[config.mk]
export PLATFORM = sky130hd
export DESIGN_NAME = apb_master_flat
export DESIGN_NICKNAME = d
export VERILOG_FILES = /design/src/rtl/apb_master_if.sv /design/src/rtl/apb_master.sv /design/src/flat_wrapper.sv
export SDC_FILE = /design/constraint.sdc
export NUM_CORES = 1
export LEC_CHECK = 0
export ABC_AREA = 1
export CELL_PAD_IN_SITES_DETAIL_PLACEMENT = 1
export CELL_PAD_IN_SITES_GLOBAL_PLACEMENT = 1
export CORE_ASPECT_RATIO = 0.75
export CORE_MARGIN = 2
export CORE_UTILIZATION = 30
export DETAILED_ROUTE_END_ITERATION = 16
export PLACE_DENSITY_LB_ADDON = 0.1
export SLEW_MARGIN = 30
export SYNTH_ARGS = -nofsm -noshare
export SYNTH_HDL_FRONTEND = slang
export SYNTH_SLANG_ARGS = --single-unit
[constraint.sdc]
create_clock -name pclk_i -period 1.9 [get_ports pclk_i]
set_clock_uncertainty 0.1 [all_clocks]
set_input_delay 0.38 -clock pclk_i [delete_from_list [all_inputs] [get_ports pclk_i]]
set_output_delay 0.38 -clock pclk_i [all_outputs]
set_load 0.01 [all_outputs]
[src/rtl/apb_master_if.sv]
// Bundle of the request/response handshake and APB bus signals for apb_master.
// The master modport is the block's view; the slave modport is the requester/completer side.
interface apb_master_if #(
   parameter int APB_ADDR_WIDTH = 32,
   parameter int APB_DATA_WIDTH = 32
);
   logic                      req_valid_i;
   logic                      req_ready_o;
   logic [APB_ADDR_WIDTH-1:0] req_addr_i;
   logic                      req_write_i;
   logic [APB_DATA_WIDTH-1:0] req_wdata_i;
   logic                      rsp_valid_o;
   logic                      rsp_ready_i;
   logic [APB_DATA_WIDTH-1:0] rsp_rdata_o;
   logic                      rsp_err_o;
   logic                      rsp_timeout_o;
   logic                      psel_o;
   logic                      penable_o;
   logic                      pwrite_o;
   logic [APB_ADDR_WIDTH-1:0] paddr_o;
   logic [APB_DATA_WIDTH-1:0] pwdata_o;
   logic [APB_DATA_WIDTH-1:0] prdata_i;
   logic                      pready_i;
   logic                      pslverr_i;

   modport master (
      input  req_valid_i, req_addr_i, req_write_i, req_wdata_i, rsp_ready_i,
      input  prdata_i, pready_i, pslverr_i,
      output req_ready_o, rsp_valid_o, rsp_rdata_o, rsp_err_o, rsp_timeout_o,
      output psel_o, penable_o, pwrite_o, paddr_o, pwdata_o
   );

   modport slave (
      output req_valid_i, req_addr_i, req_write_i, req_wdata_i, rsp_ready_i,
      output prdata_i, pready_i, pslverr_i,
      input  req_ready_o, rsp_valid_o, rsp_rdata_o, rsp_err_o, rsp_timeout_o,
      input  psel_o, penable_o, pwrite_o, paddr_o, pwdata_o
   );
endinterface

[src/rtl/apb_master.sv]
// Single-outstanding APB requester: takes one command, runs SETUP/ACCESS with an
// optional ACCESS-cycle timeout, and holds the response until it is consumed.
module apb_master #(
   parameter int APB_ADDR_WIDTH = 32,
   parameter int APB_DATA_WIDTH = 32,
   parameter int TIMEOUT_CYCLES = 16
) (
   input  logic         pclk_i,
   input  logic         presetn_i,
   apb_master_if.master bus
);
   localparam int CNT_W = (TIMEOUT_CYCLES > 0) ? $clog2(TIMEOUT_CYCLES + 1) : 1;
   localparam logic [CNT_W-1:0] TIMEOUT_VAL = CNT_W'(TIMEOUT_CYCLES);
   localparam bit TIMEOUT_ON = (TIMEOUT_CYCLES != 0);

   typedef enum logic [1:0] {IDLE, SETUP, ACCESS, RESP} state_t;

   state_t                    r_state;
   state_t                    w_next;
   logic                      r_started;
   logic [CNT_W-1:0]          r_count;
   logic [APB_ADDR_WIDTH-1:0] r_addr;
   logic                      r_write;
   logic [APB_DATA_WIDTH-1:0] r_wdata;
   logic [APB_DATA_WIDTH-1:0] r_rspRdata;
   logic                      r_rspErr;
   logic                      r_rspTimeout;
   logic                      w_accept;
   logic                      w_done;
   logic                      w_timeout;

   assign w_accept  = (r_state == IDLE) && r_started && bus.req_valid_i;
   assign w_done    = (r_state == ACCESS) && bus.pready_i;
   assign w_timeout = TIMEOUT_ON && (r_state == ACCESS) && !bus.pready_i &&
                      (r_count == TIMEOUT_VAL);

   always_ff @(posedge pclk_i or negedge presetn_i) begin
      if (!presetn_i) begin
         r_state <= IDLE;
      end else begin
         r_state <= w_next;
      end
   end

   always_comb begin
      w_next = r_state;
      case (r_state)
         IDLE:    if (w_accept) w_next = SETUP;
         SETUP:   w_next = ACCESS;
         ACCESS:  if (w_done || w_timeout) w_next = RESP;
         RESP:    if (bus.rsp_ready_i) w_next = IDLE;
         default: w_next = IDLE;
      endcase
   end

   // Keeps req_ready_o low until the first edge after reset release
   always_ff @(posedge pclk_i or negedge presetn_i) begin
      if (!presetn_i) begin
         r_started <= 1'b0;
      end else begin
         r_started <= 1'b1;
      end
   end

   // ACCESS-cycle counter: reads 1 in the first ACCESS cycle and saturates at the limit
   always_ff @(posedge pclk_i or negedge presetn_i) begin
      if (!presetn_i) begin
         r_count <= '0;
      end else if (r_state == SETUP) begin
         r_count <= CNT_W'(1);
      end else if ((r_state == ACCESS) && (r_count != TIMEOUT_VAL)) begin
         r_count <= r_count + 1'b1;
      end
   end

   always_ff @(posedge pclk_i or negedge presetn_i) begin
      if (!presetn_i) begin
         r_addr  <= '0;
         r_write <= 1'b0;
         r_wdata <= '0;
      end else if (w_accept) begin
         r_addr  <= bus.req_addr_i;
         r_write <= bus.req_write_i;
         r_wdata <= bus.req_wdata_i;
      end
   end

   // Completion wins over timeout when pready arrives on the limit cycle
   always_ff @(posedge pclk_i or negedge presetn_i) begin
      if (!presetn_i) begin
         r_rspRdata   <= '0;
         r_rspErr     <= 1'b0;
         r_rspTimeout <= 1'b0;
      end else if (w_done) begin
         r_rspRdata   <= r_write ? '0 : bus.prdata_i;
         r_rspErr     <= bus.pslverr_i;
         r_rspTimeout <= 1'b0;
      end else if (w_timeout) begin
         r_rspRdata   <= '0;
         r_rspErr     <= 1'b1;
         r_rspTimeout <= 1'b1;
      end
   end

   assign bus.req_ready_o   = (r_state == IDLE) && r_started;
   assign bus.psel_o        = (r_state == SETUP) || (r_state == ACCESS);
   assign bus.penable_o     = (r_state == ACCESS);
   assign bus.pwrite_o      = r_write;
   assign bus.paddr_o       = r_addr;
   assign bus.pwdata_o      = r_wdata;
   assign bus.rsp_valid_o   = (r_state == RESP);
   assign bus.rsp_rdata_o   = r_rspRdata;
   assign bus.rsp_err_o     = r_rspErr;
   assign bus.rsp_timeout_o = r_rspTimeout;
endmodule
[src/flat_wrapper.sv]
// flat-port wrapper written by rule: the top's interface ports become plain ports
module apb_master_flat 
#(
   parameter int APB_ADDR_WIDTH = 32,
   parameter int APB_DATA_WIDTH = 32,
   parameter int TIMEOUT_CYCLES = 16
)
  (pclk_i, presetn_i, bus_req_valid_i, bus_req_addr_i, bus_req_write_i, bus_req_wdata_i, bus_rsp_ready_i, bus_prdata_i, bus_pready_i, bus_pslverr_i, bus_req_ready_o, bus_rsp_valid_o, bus_rsp_rdata_o, bus_rsp_err_o, bus_rsp_timeout_o, bus_psel_o, bus_penable_o, bus_pwrite_o, bus_paddr_o, bus_pwdata_o);
  apb_master_if #(.APB_ADDR_WIDTH(APB_ADDR_WIDTH), .APB_DATA_WIDTH(APB_DATA_WIDTH)) bus_i ();
  input  logic pclk_i;
  input  logic presetn_i;
  input wire logic [$bits(bus_i.req_valid_i)-1:0] bus_req_valid_i;
  input wire logic [$bits(bus_i.req_addr_i)-1:0] bus_req_addr_i;
  input wire logic [$bits(bus_i.req_write_i)-1:0] bus_req_write_i;
  input wire logic [$bits(bus_i.req_wdata_i)-1:0] bus_req_wdata_i;
  input wire logic [$bits(bus_i.rsp_ready_i)-1:0] bus_rsp_ready_i;
  input wire logic [$bits(bus_i.prdata_i)-1:0] bus_prdata_i;
  input wire logic [$bits(bus_i.pready_i)-1:0] bus_pready_i;
  input wire logic [$bits(bus_i.pslverr_i)-1:0] bus_pslverr_i;
  output wire logic [$bits(bus_i.req_ready_o)-1:0] bus_req_ready_o;
  output wire logic [$bits(bus_i.rsp_valid_o)-1:0] bus_rsp_valid_o;
  output wire logic [$bits(bus_i.rsp_rdata_o)-1:0] bus_rsp_rdata_o;
  output wire logic [$bits(bus_i.rsp_err_o)-1:0] bus_rsp_err_o;
  output wire logic [$bits(bus_i.rsp_timeout_o)-1:0] bus_rsp_timeout_o;
  output wire logic [$bits(bus_i.psel_o)-1:0] bus_psel_o;
  output wire logic [$bits(bus_i.penable_o)-1:0] bus_penable_o;
  output wire logic [$bits(bus_i.pwrite_o)-1:0] bus_pwrite_o;
  output wire logic [$bits(bus_i.paddr_o)-1:0] bus_paddr_o;
  output wire logic [$bits(bus_i.pwdata_o)-1:0] bus_pwdata_o;
  assign bus_i.req_valid_i = bus_req_valid_i;
  assign bus_i.req_addr_i = bus_req_addr_i;
  assign bus_i.req_write_i = bus_req_write_i;
  assign bus_i.req_wdata_i = bus_req_wdata_i;
  assign bus_i.rsp_ready_i = bus_rsp_ready_i;
  assign bus_i.prdata_i = bus_prdata_i;
  assign bus_i.pready_i = bus_pready_i;
  assign bus_i.pslverr_i = bus_pslverr_i;
  assign bus_req_ready_o = bus_i.req_ready_o;
  assign bus_rsp_valid_o = bus_i.rsp_valid_o;
  assign bus_rsp_rdata_o = bus_i.rsp_rdata_o;
  assign bus_rsp_err_o = bus_i.rsp_err_o;
  assign bus_rsp_timeout_o = bus_i.rsp_timeout_o;
  assign bus_psel_o = bus_i.psel_o;
  assign bus_penable_o = bus_i.penable_o;
  assign bus_pwrite_o = bus_i.pwrite_o;
  assign bus_paddr_o = bus_i.paddr_o;
  assign bus_pwdata_o = bus_i.pwdata_o;
  apb_master #(.APB_ADDR_WIDTH(APB_ADDR_WIDTH), .APB_DATA_WIDTH(APB_DATA_WIDTH), .TIMEOUT_CYCLES(TIMEOUT_CYCLES)) u_core (.pclk_i(pclk_i), .presetn_i(presetn_i), .bus(bus_i));
endmodule
**After elaboration in Yosys (flattened, before gate mapping)**

Index checks and enable logic that the tools add are counted.

- Bitwise logic cells: 0
- Div/mod/pow operators: 0
- Multiplexer cells: 12
- Equal/unequal tests: 8
- $add $sub $neg: 1
- Shift operators: 0
- $lt $le $gt $ge: 0
- Reductions and logical operators: 13
- Multipliers: 0

Operators with widths:

| cell | number |
|---|---|
| 2-to-1 mux 32 bit | 3 |
| 2-to-1 mux 5 bit | 2 |
| one-hot mux 2 bit (4 select lines) | 1 |
| logical AND 1 bit | 6 |
| 2-to-1 mux 2 bit | 3 |
| adder 5 x 1 -> 5 bit (second input constant) | 1 |
| == test 5 bit (second input constant) | 1 |
| inequality test 5 bit (second input constant) | 1 |
| == test 2 bit (second input constant) | 2 |
| inequality test 2 x 1 -> 1 bit (second input constant) | 2 |
| nonzero test 2 bit | 2 |
| 2-to-1 mux 1 bit | 3 |
| AND reduction 3 bit | 1 |
| == test 2 x 1 -> 1 bit (second input constant) | 1 |
| zero test 2 bit | 1 |
| logical OR 1 bit | 2 |
| inequality test 2 bit (second input constant) | 1 |
| zero test 1 bit | 1 |

- Output and inout bits: 103
- Register bits: 107
- Latch bits: 0
- Memories: 0
- Bits in writable memories: 0
- Memory bits (read-only): 0

**Logic depth before layout (Yosys ltp)**

- Word-level depth: 6
- Gate-level depth with buffers: 9

**Least setup slack after synthesis**

OpenSTA, ideal clock, no wires.

- Path type: reg2reg
- Start point: register u_core.r_state[0]
- End point: register u_core.r_rspRdata[10], in the netlist u_core.bus.rsp_rdata_o[10]
- Arrival time: 1.259 ns
- Required time: 1.683 ns
- Library setup time: 0.117 ns
- Cell stages (with the launch flop): 8
- Setup slack: 0.423 ns
- Cells stage by stage: dfrtp_1 > inv_1 > ha_1 > buf_4 > nand2_4 > buf_2 > nand3_1 > nand2_1

- Word-level cells in the longest chain between the ends: 4
- Elaborated cells on any way between the ends: 6

RTL lines:

| element | line | text |
|---|---|---|
| start, declared | apb_master.sv:18 | `state_t r_state;` |
| start signal, assigned | apb_master.sv:41 | `r_state <= w_next;` |
| == test 2 bit (*) | - |  |
| via bus_penable_o | flat_wrapper.sv:26 | `output wire logic [$bits(bus_i.penable_o)-1:0] bus_penable_o;` |
| logical AND 1 bit (2 in series) | apb_master.sv:34 | `assign w_timeout = TIMEOUT_ON && (r_state == ACCESS) && !bus.pready_i &&` |
| nonzero test 2 bit (no source line) | - |  |
| end signal, assigned | apb_master.sv:95 | `r_rspRdata <= r_write ? '0 : bus.prdata_i;` |
| end, declared | apb_master.sv:25 | `logic [APB_DATA_WIDTH-1:0] r_rspRdata;` |

Mark *: on every way through the listed nets, which the timed path passes. The rest lies on a longest branch.
A chain may end at the register's enable or synchronous reset.

**Worst setup path after layout**

- Start point: register u_core.r_state[1]
- End point: output port bus_req_ready_o

- Word-level cells in the longest chain between the ends: 2

RTL lines:

| element | line | text |
|---|---|---|
| zero test 2 bit | apb_master.sv:105 | `assign bus.req_ready_o = (r_state == IDLE) && r_started;` |
| logical AND 1 bit | apb_master.sv:105 |  |
| end, declared | flat_wrapper.sv:20 | `output wire logic [$bits(bus_i.req_ready_o)-1:0] bus_req_ready_o;` |

No other way between the ends.

==> run metrics <==
IO Count 206; CP Class reg2out; Top cell by count, worst path inv_2; f_max 0.543 GHz; fin cells 900; die height 110 µm; Clock Tree Buf Depth 2; initial antenna violation count 0; Worst Hold Launch u_core.bus.pwdata_o[23]$_DFFE_PN0P_; CP arrival 1.36 ns; CP delay by family, top flip-flops; Worst setup EP type output port; Syn Area/Cell 9.14 µm²; buffers added on ports 205; flops & latches, synth 107; Critical Path RT 1.42 ns; core footprint 14600 µm²; CTS tree done; drt initial violations 136; mapped cell area 4530 µm²; Clock Power Share 0.195; htree depth 3; global placement routability congestion 0.777; CTS buffer count 9; Final Max Slew Viols 0; critical path depth 5; first-pass GRT wire length 23200 µm; CP peak stage delay 0.40 ns; pin count of the biggest net entering global routing 67; PwrDens 1500 nW/µm²; outcome finished, final reports clean; clk sinks 107; vias in the first global route 4435; All-Layer GR Usage 0.180; Max VDD drop 591 µV; Layout Utilization 0.487; setup slack, reg-to-reg 0.12 ns; CP Launch Type flip-flop; clock slew seen by the registers of the worst setup and hold paths 0.07 ns; RSZ-0062 raised after global routing false; sequential power share 0.364; slowest CP cell dfrtp_1; # DRC 0; dpl cells 882; hold path cells 2; Leakage Power 3.43 nW; Vias/cell 4.59; Mapped Nets 604; Routed wire per std cell 15.8 µm; diodes inserted 0; Initial Utilization 0.310; routed vias 4131; M3 GR Usage 0.0630; clock latency on the worst-skew pair 0.34 ns; dpl hpwl 10100 µm; row cnt 38; area growth from synthesis to layout 57.2%; worst hold endpoint u_core.bus.pwdata_o[23]$_DFFE_PN0P_; switching power 3.69 mW; global route overflow 0; proportion of layout cells with a drive suffix above 1 0.0671; Max Cap Viol 0; total wire length 14200 µm; Final ANT Viol Nets 0; reg2reg start u_core.r_state[1]$_DFFE_PN0P_; Logic pwr share 0.440; worst min path class reg2reg; GRT busiest layer met2; ordered list of cells on the worst path inv_2 > ha_2 > nand2_1 > inv_2 > clkdlybuf4s15_2; die width 146 µm; final setup TNS 0 ns; minimum clock period 1.84 ns; M1 GR Usage 0.239; cells on worst reg2reg path 9; final setup fails 0; number of synthesis warnings 0; Yosys cell types 23; DRT Pass-1 Iters 5; Mapped Cells 495; final-report hold violation count 0; register area share after synthesis 0.592; worst r2r dst u_core.bus.pwdata_o[17]$_DFFE_PN0P_; root buffer cell clkbuf_16; sw frac 0.345; Pint 6.99 mW; crit path buf inv count 3; Crit Path Max Fanout 3; grt met2 use 0.287; part of the cycle the worst path needs 0.969; die area 16100 µm²; Layout Nets 804
layout make-up:
cell class	count	area, µm²
multi-input cells	345	1570
clock inverters	5	83.8
well taps	200	250
flip-flops and latches	107	2680
repair buffers	220	2230
inverters	12	45.0
clock buffers	11	253
fillers	1703	7480
cell families after synthesis:
| family | share of synthesized area |
|---|---|
| AOI/OAI and AO/OA | 0.00719 |
| xor gates and xnor gates | 0.00194 |
| adders and majority gates | 0.0166 |
| buffers and inverters | 0.0630 |
| DFF | 0.592 |
| other | 0.000829 |
| and+or+nand+nor | 0.319 |
sequential cells by signal, summed over array words and instances, names as in the netlist:
| name | flops |
|---|---|
| u_core.bus.paddr_o | 32 |
| u_core.bus.pwdata_o | 32 |
| u_core.bus.rsp_rdata_o | 32 |
| u_core.r_count | 5 |
| u_core.r_state | 2 |
| u_core.bus.pwrite_o | 1 |
| u_core.bus.rsp_err_o | 1 |
| u_core.bus.rsp_timeout_o | 1 |
| u_core.r_started | 1 |
stage by stage:
step / total power, mW / hold slack [ns] / worst slack [ns] / cell area, µm²
CTS: 10.8 / 0.378 / -0.00407 / 7100
floorplan: 5.89 / -0.0156 / 0.423 / 4530
finish: 10.7 / 0.371 / 0.0593 / 7110
global route: 11.5 / 0.396 / 0.00529 / 7110
global placement: 8.54 / 0.262 / 0.0891 / 6760
detailed placement: 8.70 / 0.265 / 0.0591 / 6760
Yosys cell counts:
cell type / count / area share
nand2_1: 211 / 0.18
nand2_4: 1 / 0.0025
a21boi_0: 2 / 0.0033
nor2_4: 1 / 0.0025
dfrtp_1: 107 / 0.59
o21ai_1: 1 / 0.0011
buf_6: 11 / 0.027
nor2_8: 1 / 0.0044
a31oi_2: 1 / 0.0028
clkbuf_1: 1 / 0.00083
nor2_1: 6 / 0.0050
ha_1: 6 / 0.017
or2_2: 1 / 0.0014
xor2_1: 1 / 0.0019
conb_1: 1 / 0.00083
nand3_1: 106 / 0.12
buf_2: 12 / 0.013
nand2_2: 2 / 0.0028
nand3_4: 1 / 0.0039
inv_1: 11 / 0.0091
inv_2: 1 / 0.00083
buf_4: 7 / 0.012
nand4_1: 3 / 0.0041
tightest hold or removal path: cells and delay by family, from the launching register on:
kind | cells | cell delay [ns]
and+or+nand+nor | 2 | 0.09
DFF | 1 | 0.34
cells in the final DEF, fill, tap and decap left out, types with 3 or more instances in the layout:
master	instances
inv_1	9
clkbuf_16	9
nor2_1	6
clkdlybuf4s50_1	199
buf_12	6
nand4_1	3
nand2_2	3
inv_2	3
dfrtp_1	106
buf_4	9
ha_1	5
nand3_1	106
nand2_1	210
worst max-delay path by stage:
stage | endpoint | from | slack [ns]
3_5_place_dp | bus_req_ready_o | u_core.r_state[1]$_DFFE_PN0P_ | 0.06
6_report | bus_req_ready_o | u_core.r_state[1]$_DFFE_PN0P_ | 0.06
5_1_grt | bus_req_ready_o | u_core.r_state[0]$_DFFE_PN0P_ | 0.005
4_1_cts | bus_req_ready_o | u_core.r_state[1]$_DFFE_PN0P_ | -0.004
2_1_floorplan | u_core.bus.rsp_rdata_o[10]$_DFFE_PN0P_ | u_core.r_state[0]$_DFFE_PN0P_ | 0.42
3_3_place_gp | bus_req_ready_o | u_core.r_state[1]$_DFFE_PN0P_ | 0.09
power groups by stage:
stage | combinational (mW) | clock (mW) | sequential [mW]
CTS | 4.76 | 2.17 | 3.91
global route | 5.19 | 2.25 | 4.03
global placement | 4.65 | 0 | 3.89
detailed placement | 4.78 | 0 | 3.92
finish | 4.70 | 2.09 | 3.89
floorplan | 1.61 | 0 | 4.28
what timing repair did:
| item | in CTS | in global routing |
|---|---|---|
| endpoints found under the hold margin | 30 | 0 |
| cloned | 0 | 0 |
| setup buffers | 0 | 1 |
| hold buffers | 1 | 0 |
| resized for setup | 7 | 5 |
| endpoints found under the setup margin | 5 | 67 |
per-layer routing:
metal,vias to the layer above,share of wire
li1,1968,-
met1,2024,0.46
met5,-,0
met4,0,0.0053
met2,131,0.46
met3,8,0.076
No activity file was read; power rests on OpenSTA's default activity.
